### src/rtl/gb_video_pkg.sv
// Shared Game Boy video constants and the LCD capture state encoding.
package gb_video_pkg;

  localparam int GB_H_ACTIVE = 160;
  localparam int GB_V_ACTIVE = 144;
  localparam int FB_ADDR_W   = 15;

  typedef enum logic [1:0] {
    IDLE,
    WAIT_VS,
    ACTIVE
  } cap_state_e;

endpackage

### src/rtl/gb_sig_sync.sv
// N-stage synchroniser with a registered rising-edge pulse.
// q_o and rise_o are aligned: rise_o=1 marks the clk where q_o just went high.
module gb_sig_sync #(
  parameter int N = 2,
  parameter int W = 1
) (
  input  logic         clk,
  input  logic         rst_n,
  input  logic [W-1:0] d_i,
  output logic [W-1:0] q_o,
  output logic [W-1:0] rise_o
);

  logic [W-1:0] s_q [N];
  logic [W-1:0] e_q;
  logic [W-1:0] r_q;

  always_ff @(posedge clk) begin
    if (!rst_n) begin
      for (int i = 0; i < N; i++) s_q[i] <= '0;
      e_q <= '0;
      r_q <= '0;
    end else begin
      s_q[0] <= d_i;
      for (int i = 1; i < N; i++) s_q[i] <= s_q[i-1];
      e_q <= s_q[N-1];
      r_q <= s_q[N-1] & ~e_q;
    end
  end

  assign q_o    = e_q;
  assign rise_o = r_q;

endmodule

### src/rtl/gb_lcd_capture.sv
// Game Boy LCD stream capture into a 160x144 2-bit frame buffer.
// Define GB_LCD_CAPTURE_PACK_EN to pack 4 pixels per 8-bit write.
module gb_lcd_capture
  import gb_video_pkg::*;
#(
  parameter int H_ACTIVE    = GB_H_ACTIVE,
  parameter int V_ACTIVE    = GB_V_ACTIVE,
  parameter int SYNC_STAGES = 2,
  parameter int ADDR_W      = FB_ADDR_W
) (
  input  logic              clk,
  input  logic              rst_n,
  input  logic              capture_en,
  input  logic              gb_hs,
  input  logic              gb_vs,
  input  logic              gb_cpl,
  input  logic [1:0]        gb_pixel,
  input  logic              gb_valid,
  output logic              fb_we,
`ifdef GB_LCD_CAPTURE_PACK_EN
  output logic [ADDR_W-3:0] fb_addr,
  output logic [7:0]        fb_wdata,
`else
  output logic [ADDR_W-1:0] fb_addr,
  output logic [1:0]        fb_wdata,
`endif
  output logic              frame_done,
  output logic [7:0]        line_cnt,
  output logic              overrun
);

`ifdef GB_LCD_CAPTURE_PACK_EN
  localparam int OAW = ADDR_W - 2;
  localparam int OW  = 8;
`else
  localparam int OAW = ADDR_W;
  localparam int OW  = 2;
`endif
  localparam int XW = $clog2(H_ACTIVE + 1);
  localparam int YW = $clog2(V_ACTIVE + 1);
  localparam logic [XW-1:0]     X_MAX  = XW'(H_ACTIVE);
  localparam logic [YW-1:0]     Y_MAX  = YW'(V_ACTIVE);
  localparam logic [ADDR_W-1:0] H_STEP = ADDR_W'(H_ACTIVE);

  logic [3:0] ctl_s, ctl_r;
  logic [1:0] pix_s, pix_r;

  gb_sig_sync #(.N(SYNC_STAGES), .W(4)) u_ctl_sync (
    .clk    (clk),
    .rst_n  (rst_n),
    .d_i    ({gb_hs, gb_vs, gb_cpl, gb_valid}),
    .q_o    (ctl_s),
    .rise_o (ctl_r)
  );

  gb_sig_sync #(.N(SYNC_STAGES), .W(2)) u_pix_sync (
    .clk    (clk),
    .rst_n  (rst_n),
    .d_i    (gb_pixel),
    .q_o    (pix_s),
    .rise_o (pix_r)
  );

  logic hs_ev, vs_ev, cpl_ev, valid_s;
  logic unused_sync;
  assign hs_ev       = ctl_r[3];
  assign vs_ev       = ctl_r[2];
  assign cpl_ev      = ctl_r[1];
  assign valid_s     = ctl_s[0];
  assign unused_sync = ^{ctl_s[3:1], ctl_r[0], pix_r};

  cap_state_e        state_q, state_d;
  logic [XW-1:0]     x_q, x_d;
  logic [YW-1:0]     y_q, y_d;
  logic [ADDR_W-1:0] base_q, base_d;
  logic [7:0]        line_q, line_d;
  logic              we_q, we_d;
  logic [OAW-1:0]    addr_q, addr_d;
  logic [OW-1:0]     wdata_q, wdata_d;
  logic              done_q, done_d;
  logic              ovr_q, ovr_d;
`ifdef GB_LCD_CAPTURE_PACK_EN
  logic [7:0]        acc_q, acc_d, acc_nx;
  logic              pend_q, pend_d;
  logic [OAW-1:0]    wa_q, wa_d;
`endif

  logic [ADDR_W-1:0] idx;
  logic              in_frame;
  assign idx      = base_q + ADDR_W'(x_q);
  assign in_frame = (x_q < X_MAX) && (y_q < Y_MAX);

  always_comb begin
    state_d = state_q;
    x_d     = x_q;
    y_d     = y_q;
    base_d  = base_q;
    line_d  = line_q;
    we_d    = 1'b0;
    addr_d  = addr_q;
    wdata_d = wdata_q;
    done_d  = 1'b0;
    ovr_d   = ovr_q;
`ifdef GB_LCD_CAPTURE_PACK_EN
    acc_d   = acc_q;
    pend_d  = pend_q;
    wa_d    = wa_q;
    acc_nx  = acc_q;
`endif
    unique case (state_q)
      IDLE: begin
        if (capture_en) state_d = WAIT_VS;
      end
      WAIT_VS: begin
        if (vs_ev) begin
          state_d = ACTIVE;
          x_d     = '0;
          y_d     = '0;
          base_d  = '0;
          line_d  = '0;
          ovr_d   = 1'b0;
`ifdef GB_LCD_CAPTURE_PACK_EN
          acc_d   = '0;
          pend_d  = 1'b0;
`endif
        end
      end
      ACTIVE: begin
        if (vs_ev || hs_ev) begin
`ifdef GB_LCD_CAPTURE_PACK_EN
          // close out a partial word; unused slots are already zero
          if (pend_q) begin
            we_d    = 1'b1;
            addr_d  = wa_q;
            wdata_d = acc_q;
            acc_d   = '0;
            pend_d  = 1'b0;
          end
`endif
          x_d = '0;
        end
        if (vs_ev) begin
          done_d = 1'b1;
          if (capture_en) begin
            y_d    = '0;
            base_d = '0;
            line_d = '0;
          end else begin
            state_d = IDLE;
          end
        end else if (hs_ev) begin
          if (x_q != '0) begin
            if (y_q != Y_MAX) begin
              y_d    = y_q + 1'b1;
              base_d = base_q + H_STEP;
            end
            if (line_q != 8'hFF) line_d = line_q + 8'd1;
          end
        end else if (cpl_ev && valid_s) begin
          if (in_frame) begin
            x_d = x_q + 1'b1;
`ifdef GB_LCD_CAPTURE_PACK_EN
            acc_nx[{idx[1:0], 1'b0} +: 2] = pix_s;
            if (idx[1:0] == 2'd3) begin
              we_d    = 1'b1;
              addr_d  = idx[ADDR_W-1:2];
              wdata_d = acc_nx;
              acc_d   = '0;
              pend_d  = 1'b0;
            end else begin
              acc_d  = acc_nx;
              pend_d = 1'b1;
              wa_d   = idx[ADDR_W-1:2];
            end
`else
            we_d    = 1'b1;
            addr_d  = idx;
            wdata_d = pix_s;
`endif
          end else begin
            ovr_d = 1'b1;
          end
        end
      end
      default: state_d = IDLE;
    endcase
  end

  always_ff @(posedge clk) begin
    if (!rst_n) begin
      state_q <= IDLE;
      x_q     <= '0;
      y_q     <= '0;
      base_q  <= '0;
      line_q  <= '0;
      we_q    <= 1'b0;
      addr_q  <= '0;
      wdata_q <= '0;
      done_q  <= 1'b0;
      ovr_q   <= 1'b0;
`ifdef GB_LCD_CAPTURE_PACK_EN
      acc_q   <= '0;
      pend_q  <= 1'b0;
      wa_q    <= '0;
`endif
    end else begin
      state_q <= state_d;
      x_q     <= x_d;
      y_q     <= y_d;
      base_q  <= base_d;
      line_q  <= line_d;
      we_q    <= we_d;
      addr_q  <= addr_d;
      wdata_q <= wdata_d;
      done_q  <= done_d;
      ovr_q   <= ovr_d;
`ifdef GB_LCD_CAPTURE_PACK_EN
      acc_q   <= acc_d;
      pend_q  <= pend_d;
      wa_q    <= wa_d;
`endif
    end
  end

  assign fb_we      = we_q;
  assign fb_addr    = addr_q;
  assign fb_wdata   = wdata_q;
  assign frame_done = done_q;
  assign line_cnt   = line_q;
  assign overrun    = ovr_q;

endmodule

### config.mk
export PLATFORM = sky130hd
export DESIGN_NAME = gb_lcd_capture
export DESIGN_NICKNAME = d
export VERILOG_FILES = /design/src/rtl/gb_video_pkg.sv /design/src/rtl/gb_sig_sync.sv /design/src/rtl/gb_lcd_capture.sv
export SDC_FILE = /design/constraint.sdc
export NUM_CORES = 1
export LEC_CHECK = 0
export ABC_AREA = 0
export BUFFER_PORTS_ARGS = -buffer_cell sky130_fd_sc_hd__buf_2
export CAP_MARGIN = 20
export CORE_ASPECT_RATIO = 1.5
export CORE_MARGIN = 8
export CORE_UTILIZATION = 30
export DETAILED_ROUTE_END_ITERATION = 10
export PLACE_DENSITY_LB_ADDON = 0.25
export SLEW_MARGIN = 25
export SYNTH_ARGS = -nofsm -noshare
export SYNTH_HDL_FRONTEND = slang
export SYNTH_HIERARCHICAL = 1
export SYNTH_SLANG_ARGS = --single-unit
### constraint.sdc
create_clock -name clk -period 2.5 [get_ports clk]
set_input_delay 0 -clock clk [delete_from_list [all_inputs] [get_ports clk]]
set_output_delay 0 -clock clk [all_outputs]
set_load 0.03 [all_outputs]
# --- Word-level counts from Yosys, hierarchy flattened ---
# Memory sizes are Yosys's and may differ from the RTL's. A register that Yosys moved wholly into a read port is not among the register bits.
# Cells that the tools add are included.
totals:
  ff_bits: 69
  ramBits: 12
  inputBits: 9
  out_inout_bits: 28
  elab_cells: 108
  memories: 2
classes:
  addsub: 5
  magnitude_cmp: 2
  eq_ne: 17
  mux: 44
  bitwise: 11
  n_reduce_logical: 15
mem_list:
  columns: ["memory", "words", "word_bits", "read_ports", "rd_clocked_by_memory_dff", "wr", "line", "source"]
  rows:
  - ["u_ctl_sync.s_q", 2, 4, 2, 0, 2, "gb_sig_sync.sv:14", "logic [W-1:0] s_q [N];"]
  - ["u_pix_sync.s_q", 2, 2, 2, 1, 2, "gb_sig_sync.sv:14", null]
op_table:
  columns: ["operator", "count"]
  rows:
  - ["$mux W8", 15]
  - ["$mux W15", 6]
  - ["$pmux W8 S2", 3]
  - ["$pmux W15 S2", 1]
  - ["$add A8 B1 Y8 const B", 3]
  - ["$reduce_and A6 Y1", 3]
  - ["$lt A8 B8 Y1 const B", 2]
  - ["$ne A8 B8 Y1 const B", 2]
  - ["$add A15 B8 Y15", 1]
  - ["$add A15 B8 Y15 const B", 1]
  - ["$mux W2", 6]
  - ["$ne A2 B2 Y1 const B", 6]
  - ["$mux W1", 9]
  - ["$ne A3 B2 Y1 const B", 3]
  - ["$mux W4", 2]
  - ["$reduce_bool A8 Y1", 1]
  - ["$pmux W2 S3", 1]
  - ["$not A1 Y1", 5]
  - ["$reduce_and A5 Y1", 1]
  - ["$reduce_or A5 Y1", 1]
  - ["$and A4 B4 Y4", 1]
  - ["$ne A2 B1 Y1 const B", 2]
  - ["$not A4 Y4", 1]
  - ["$or A1 B1 Y1", 4]
  - ["other kinds (12)", 14]

# --- Longest topological paths before layout ---
# Gate-level depths: netlist of the first run.
logic_depth:
  depth_word: 7
  depth_mapped: 9
  depth_no_buf: 6

# --- Modules after synthesis ---
# The synthesis of the first run kept the hierarchy.
modules_own_cells:
  columns: ["module", "n_inst", "cells_per_inst", "area_each_um2"]
  rows:
  - ["gb_lcd_capture", 1, 336, 2788.9]
  - ["gb_sig_sync (u_ctl_sync)", 1, 33, 456.7]
  - ["gb_sig_sync (u_pix_sync)", 1, 16, 222.7]

# --- Worst setup path after synthesis of the first run ---
# No wires, ideal clock.
synth_path:
  kind: "register to register"
  start: "reg y_q[4]"
  end: "reg addr_q[8], in the netlist fb_addr[8]"
  arrival_ns: 1.877
  required_ns: 2.430
  slack_ns: 0.553
  stages_incl_launch_ff: 6
  period_less_slack_ns: 1.947
  path_cell_list: "dfxtp_1 > o31a_1 > or3_4 > or3_1 > or3_1 > a21oi_1"
synth_via:
  elab_chain_cells: 3
synth_rtl:
  columns: ["item", "line", "source"]
  rows:
  - ["start: declaration", "gb_lcd_capture.sv:74", "logic [YW-1:0] y_q, y_d;"]
  - ["start signal: assignment", "gb_lcd_capture.sv:209", "y_q <= y_d;"]
  - ["$lt A8 B8 Y1", "gb_lcd_capture.sv:91", "assign in_frame = (x_q < X_MAX) && (y_q < Y_MAX);"]
  - ["$logic_and A1 B1 Y1", "gb_lcd_capture.sv:91", null]
  - ["$reduce_and A5 Y1 (no source line)", null, null]
  - ["end signal: assignment", "gb_lcd_capture.sv:213", "addr_q <= addr_d;"]
  - ["end: declaration", "gb_lcd_capture.sv:78", "logic [OAW-1:0] addr_q, addr_d;"]
# No other way between the ends.
# A chain may end at the register's enable or synchronous reset.

# --- Final worst setup path of the first run ---
# Ends and elaborated chain as after synthesis.

==> results of run 1 <==
==> cells in the final DEF (no fill, tap or decap), types with 2 or more instances in the layout <==
| cell | n |
|---|---|
| nor3_1 | 3 |
| o211ai_1 | 6 |
| nand2b_1 | 5 |
| a211oi_1 | 10 |
| a21oi_1 | 29 |
| and3b_2 | 3 |
| o21ai_0 | 15 |
| o21a_1 | 4 |
| and3_1 | 6 |
| xor2_1 | 8 |
| clkinvlp_4 | 3 |
| xnor2_1 | 7 |
| nand3_1 | 15 |
| a31oi_1 | 3 |
| o31ai_1 | 3 |
| and2_2 | 14 |
| dlygate4sd3_1 | 6 |
| nand2_1 | 43 |
| clkbuf_16 | 9 |
| nor3b_1 | 2 |
| dfxtp_1 | 77 |
| nand3b_1 | 3 |
| o21ai_1 | 2 |
| nand4_1 | 13 |
| o21bai_1 | 2 |
| or3_1 | 14 |
| nor2_1 | 26 |
| mux2i_1 | 7 |
| buf_2 | 36 |
| or4_1 | 6 |
| and2_1 | 4 |
| inv_1 | 6 |
| buf_4 | 11 |
| ha_1 | 9 |
==> registers in the layout (all words and copies together), names as in the netlist <==
signal,count
u_ctl_sync/q_o,4
overrun,1
u_pix_sync/q_o,2
x_q,8
u_ctl_sync/rise_o,3
state_q,2
base_q,10
u_pix_sync/s_q,4
fb_addr,15
line_cnt,8
fb_we,1
frame_done,1
fb_wdata,2
y_q,8
u_ctl_sync/s_q,8
==> per-layer routing <==
layer  wire length, um  up-vias
li1                  -     1446
met1              3140     1305
met2              4200       37
met3               235       10
met4               175        0
met5                 0        -
==> power by group <==
group	leakage (nW)	internal [mW]	switching, mW
logic	0.751	0.0299	0.0393
clock network	0.128	0.698	0.502
registers	0.624	1.24	0.00662
total	1.50	1.97	0.548
==> final timing paths <==
kind	from	to	slack [ps]	cells past startpoint
worst max-delay path	y_q[4]	fb_addr[8]	430	5
worst min-delay path	capture_en	state_q[1]	10	3
worst max register to register	y_q[4]	fb_addr[8]	430	5
worst min register to register	u_ctl_sync/s_q[0][4]	u_ctl_sync/q_o[0]	430	1
==> per-stage QoR <==
step           hold WS (ps)  instances
5_1_grt                41.3        576
6_report               12.6        576
4_1_cts               0.963        576
3_3_place_gp            219        554
3_5_place_dp            223        554
2_1_floorplan           136        379
==> cell type report <==
cell class	instances	area, um^2
sequential	77	1540
fill	1141	6910
tap	147	184
timing repair buffer	53	323
inverter	7	26.3
multi-input combinational	276	1730
clock buffer	11	243
clock inverter	5	36.3
==> worst max-delay path, cell delays in order (launching register included) <==
cell and delay [ps]:
dfxtp_1 340, o31a_1 380, or3_4 430, or3_1 340, or3_1 380, a21oi_1 130
==> repair_timing <==
item / 4_1_cts / 5_1_grt
hold buffers: 6 / 0
endpoints found under the hold margin: 6 / 0
gates resized for setup: 0 / 0
==> implementation parameters, run 1 <==
Parameter                              Value

Setup path
  Arrival time of data at the critical path endpoint ... between 2000 and 2500 ps
  Critical Path End Type ... flip-flop
  Critical path required time ... 2770 ps
  Critical path fanouts, max ... 5
  Setup crit start kind ... flip-flop
  Category of the critical setup timing path ... flip-flop to flip-flop

STA
  Setup TNS Final ... 0 ps
  Relative slew slack ... 56.2%
  Period Utilization, post-route ... about 83%
  Number of endpoints failing setup at the final stage ... 0
  Skew final ... about 4.5 ps
  Hold Fails Final Rpt ... 0
  Minimum setup slack in the final design ... about 430 ps
  Slew @ Worst Pin ... ~650 ps
  RSZ-0062 raised after global routing ... no
  Final critical path time including I/O delays and setup ... about 2100 ps
  Fmax ... 484 MHz
  Number of slew-limit violations in the final report ... 0

Global route
  Vias in the first global route ... about 2600
  Met1 track utilization from global routing ... roughly a tenth
  GRT met2 Usage ... between 10% and 20%
  Total global-route track usage ... between 10% and 20%
  GRT Max-Usage Layer ... met2
  First-pass GRT wire length ... 12500 um
  Maximum number of pins on one net before global-route repair ... 38
  Total global routing overflow ... 0
  GR met3 Demand/Resource ... 1.95%
  Initial antenna violation count ... 0

Detailed routing
  Antenna-violating nets left ... 0
  Total DRC errors in the routed layout ... 0
  Drt total wl ... just under 8000 um
  Drt first-iter violations ... just under 100
  Wire per inst ... 13.5 um
  Via Count ... 2798
  Number of search-and-repair iterations in the first detailed-routing pass ... 4
  Number of vias per cell after detailed routing ... between 4 and 5

Power
  Overall power ... between 2 and 3 mW
  P per Cell Area ... roughly 620 nW/um^2
  Leakage power ... 1.50 nW
  Max rail drop VDD ... 0.247 mV

Placement
  Dpl hpwl ... 5550 um
  Dpl cell area ... roughly 3700 um^2
  Count of input and output buffers ... 36
  Final weighted congestion in routability-driven placement ... roughly 0.78
  Worst setup slack after placement ... 460 ps

Synthesis
  Total standard cell area after synthesis ... approximately 3400 um^2
  Post-synth net total ... slightly below 400
  Number of warning messages in the yosys log ... 6
  Avg Inst Size Synth ... approximately 8.9 um^2
  Gate count after technology mapping ... about 380

Run
  # Max-Cap Violations ... 0

Run status
  Result of the run ... completed

Layout
  Cell area after layout ... 4080 um^2
  Post-Route Utilization ... 37.1%
  Relative area change from synthesis to final layout ... 20.8%
  # nets final ... between 400 and 500
  Ant. Diodes ... 0
  Fraction of final layout cells sized beyond drive strength 1 ... 19.6%

Die
  Die Ht ... roughly 150 um
  Ports placed on the boundary ... 37
  Cell row count ... 47
  Effective utilization at floorplan ... 30.7%
  Die width ... approximately 100 um
  Core Footprint ... approximately 11000 um^2
  Die Outline Area ... about 15000 um^2

Clocking
  Clock Root Buffer ... clkbuf_16
  Clk pin slew, worst setup/hold paths ... around 60 ps
  Number of sinks driven by the clock tree ... 77
  Clock buffer depth ... 2
  H-Tree Level Count ... 3
  Setup fix buffers added after clock tree synthesis ... 0
  CTS tree ... yes
  Latest clock arrival within the worst-skew pair ... between 300 and 400 ps
  Total CTS buffers ... 9

Min path
  Hold WC Path Type ... input port to flip-flop
Power figures use the tool's default switching activity.
==> inputs of run 2 (changes only) <==
==> constraint.sdc (replaced) <==
create_clock -name clk -period 1.8 [get_ports clk]
set_input_delay 0 -clock clk [delete_from_list [all_inputs] [get_ports clk]]
set_output_delay 0 -clock clk [all_outputs]
set_load 0.03 [all_outputs]
==> run 2 against run 1 <==
  * The run now ends with negative setup slack left
  * Clock power rose by 38%
  * Design area rose by 16%
  * Power rose by 40%
  * First-iteration DRC count fell by 12%
  * Die area did not move
  * Routed wire length rose by 15%
  * Critical path type unchanged
  * Critical endpoint unchanged
==> implementation parameters, run 2 (synthesized netlist as in run 1, its figures left out) <==
Parameter                              Value

STA
  Relative slew slack ... 70.0%
  Fmax ... roughly 550 MHz
  Slew @ Worst Pin ... 448 ps
  Period Utilization, post-route ... 102%
  Final critical path time including I/O delays and setup ... 1830 ps
  Number of endpoints failing setup at the final stage ... 2
  Skew final ... 7.04 ps
  Hold Slack ... 22.4 ps
  Number of slew-limit violations in the final report ... 0
  RSZ-0062 raised after global routing ... yes
  Minimum setup slack in the final design ... -29.1 ps
  Setup TNS Final ... -45.5 ps
  Hold Fails Final Rpt ... 0

Global route
  Vias in the first global route ... 3068
  Maximum number of pins on one net before global-route repair ... 21
  Total global-route track usage ... 12.2%
  First-pass GRT wire length ... roughly 14000 um
  Total global routing overflow ... 0
  Initial antenna violation count ... 0

Placement
  Dpl hpwl ... around 6400 um
  Final weighted congestion in routability-driven placement ... just over 0.8
  Dpl cell area ... 4150 um^2
  Worst setup slack after placement ... -87.7 ps
  Placed cell count ... about 600
  Count of input and output buffers ... 36

Run
  # Max-Cap Violations ... 0

Layout
  Relative area change from synthesis to final layout ... 39.6%
  Ant. Diodes ... 0
  # nets final ... 505
  FF+latch area ... 1550 um^2
  Cell area after layout ... about 4700 um^2
  Layout fillers ... roughly 1100
  Commonest non-fill, non-tap cell in the layout ... dfxtp_1
  Combined area of the multi-input logic cells ... 1850 um^2
  Most used cells in the layout excluding fill and tap cells ... dfxtp_1 (70), buf_4 (64), nand2_1 (43), buf_2 (36), a21oi_1 (28)
  Post-Route Utilization ... 42.9%
  Max reg flops ... 15
  Fraction of final layout cells sized beyond drive strength 1 ... between 30% and 40%
  Final instance count without filler cells ... between 600 and 700

Run status
  Violated checks ... negative setup slack
  Result of the run ... complete, but fails checks

Die
  Die Outline Area ... around 15000 um^2
  Core Footprint ... roughly 11000 um^2
  Die Ht ... 146 um
  Cell row count ... 47
  Die width ... ~100 um
  Effective utilization at floorplan ... between 30% and 40%
  Ports placed on the boundary ... 37

Power
  Leakage power ... 1.88 nW
  P per Cell Area ... 745 nW/um^2
  Max rail drop VDD ... between 0.4 and 0.5 mV
  Overall power ... around 3.5 mW

Detailed routing
  Total DRC errors in the routed layout ... 0
  Number of search-and-repair iterations in the first detailed-routing pass ... 4
  Number of vias per cell after detailed routing ... a little under 5
  Drt first-iter violations ... 87
  Via Count ... ~3100
  Wire per inst ... 14.0 um
  Antenna-violating nets left ... 0
  Drt total wl ... approximately 9000 um

Setup path
  Critical path fanouts, max ... 2
  Category of the critical setup timing path ... flip-flop to flip-flop
  Critical path required time ... approximately 2100 ps
  Arrival time of data at the critical path endpoint ... 2100 ps
  Critical Path End Type ... flip-flop
  Setup crit start kind ... flip-flop

Clocking
  Clock Root Buffer ... clkbuf_16
  Clk pin slew, worst setup/hold paths ... 60 ps
  Total CTS buffers ... 9
  CTS tree ... yes
  Clock buffer depth ... 2
  Latest clock arrival within the worst-skew pair ... approximately 340 ps
  H-Tree Level Count ... 3
  Number of sinks driven by the clock tree ... between 70 and 80

Min path
  Hold WC Path Type ... input port to flip-flop
## run 2: cell type report
type | instances | area share, %
inverters | 7 | 0.557
flip-flops and latches | 77 | 32.9
well taps | 147 | 3.90
clock buffers | 10 | 4.85
repair buffers | 116 | 17.8
clock inverters | 5 | 0.822
multi-input cells | 276 | 39.2
## run 2: path summary, 6_finish.rpt
kind / slack, ps / cells past startpoint / endpoint / start
worst min-delay path: 20 / 3 / state_q[0] / capture_en
worst min register to register: 420 / 1 / u_ctl_sync/q_o[0] / u_ctl_sync/s_q[0][4]
worst max-delay path: -30 / 5 / fb_addr[8] / y_q[4]
worst max register to register: -30 / 5 / fb_addr[8] / y_q[4]
## run 2: timing repair
| item | CTS | global route |
|---|---|---|
| hold endpoints to repair | 7 | 0 |
| setup buffers | 5 | 9 |
| pin swaps | 2 | 9 |
| hold buffers | 7 | 0 |
| setup endpoints to repair | 30 | 46 |
| resized for setup | 9 | 32 |
| gates cloned | 2 | 1 |
## run 2: power breakdown
group | switching (mW) | leakage, nW | internal (mW)
clock | 0.731 | 0.117 | 0.928
sequential | 0.00635 | 0.627 | 1.72
combinational | 0.0649 | 1.14 | 0.0597
total | 0.802 | 1.88 | 2.71
## run 2: layer usage
layer | vias up | wire (um) | GRT usage [%]
met1 | 1465 | 3870 | 13.2
met5 | - | 0 | 0
met4 | 0 | 180 | 5.83
met3 | 14 | 324 | 2.28
met2 | 44 | 4570 | 21.7
li1 | 1571 | - | -
## run 2: worst max-delay path, stage by stage (launching register included)
cell     delay (ps)
dfxtp_2         320
o31a_1          300
or3_4           340
or3_4           370
or3_1           310
a21oi_1         120
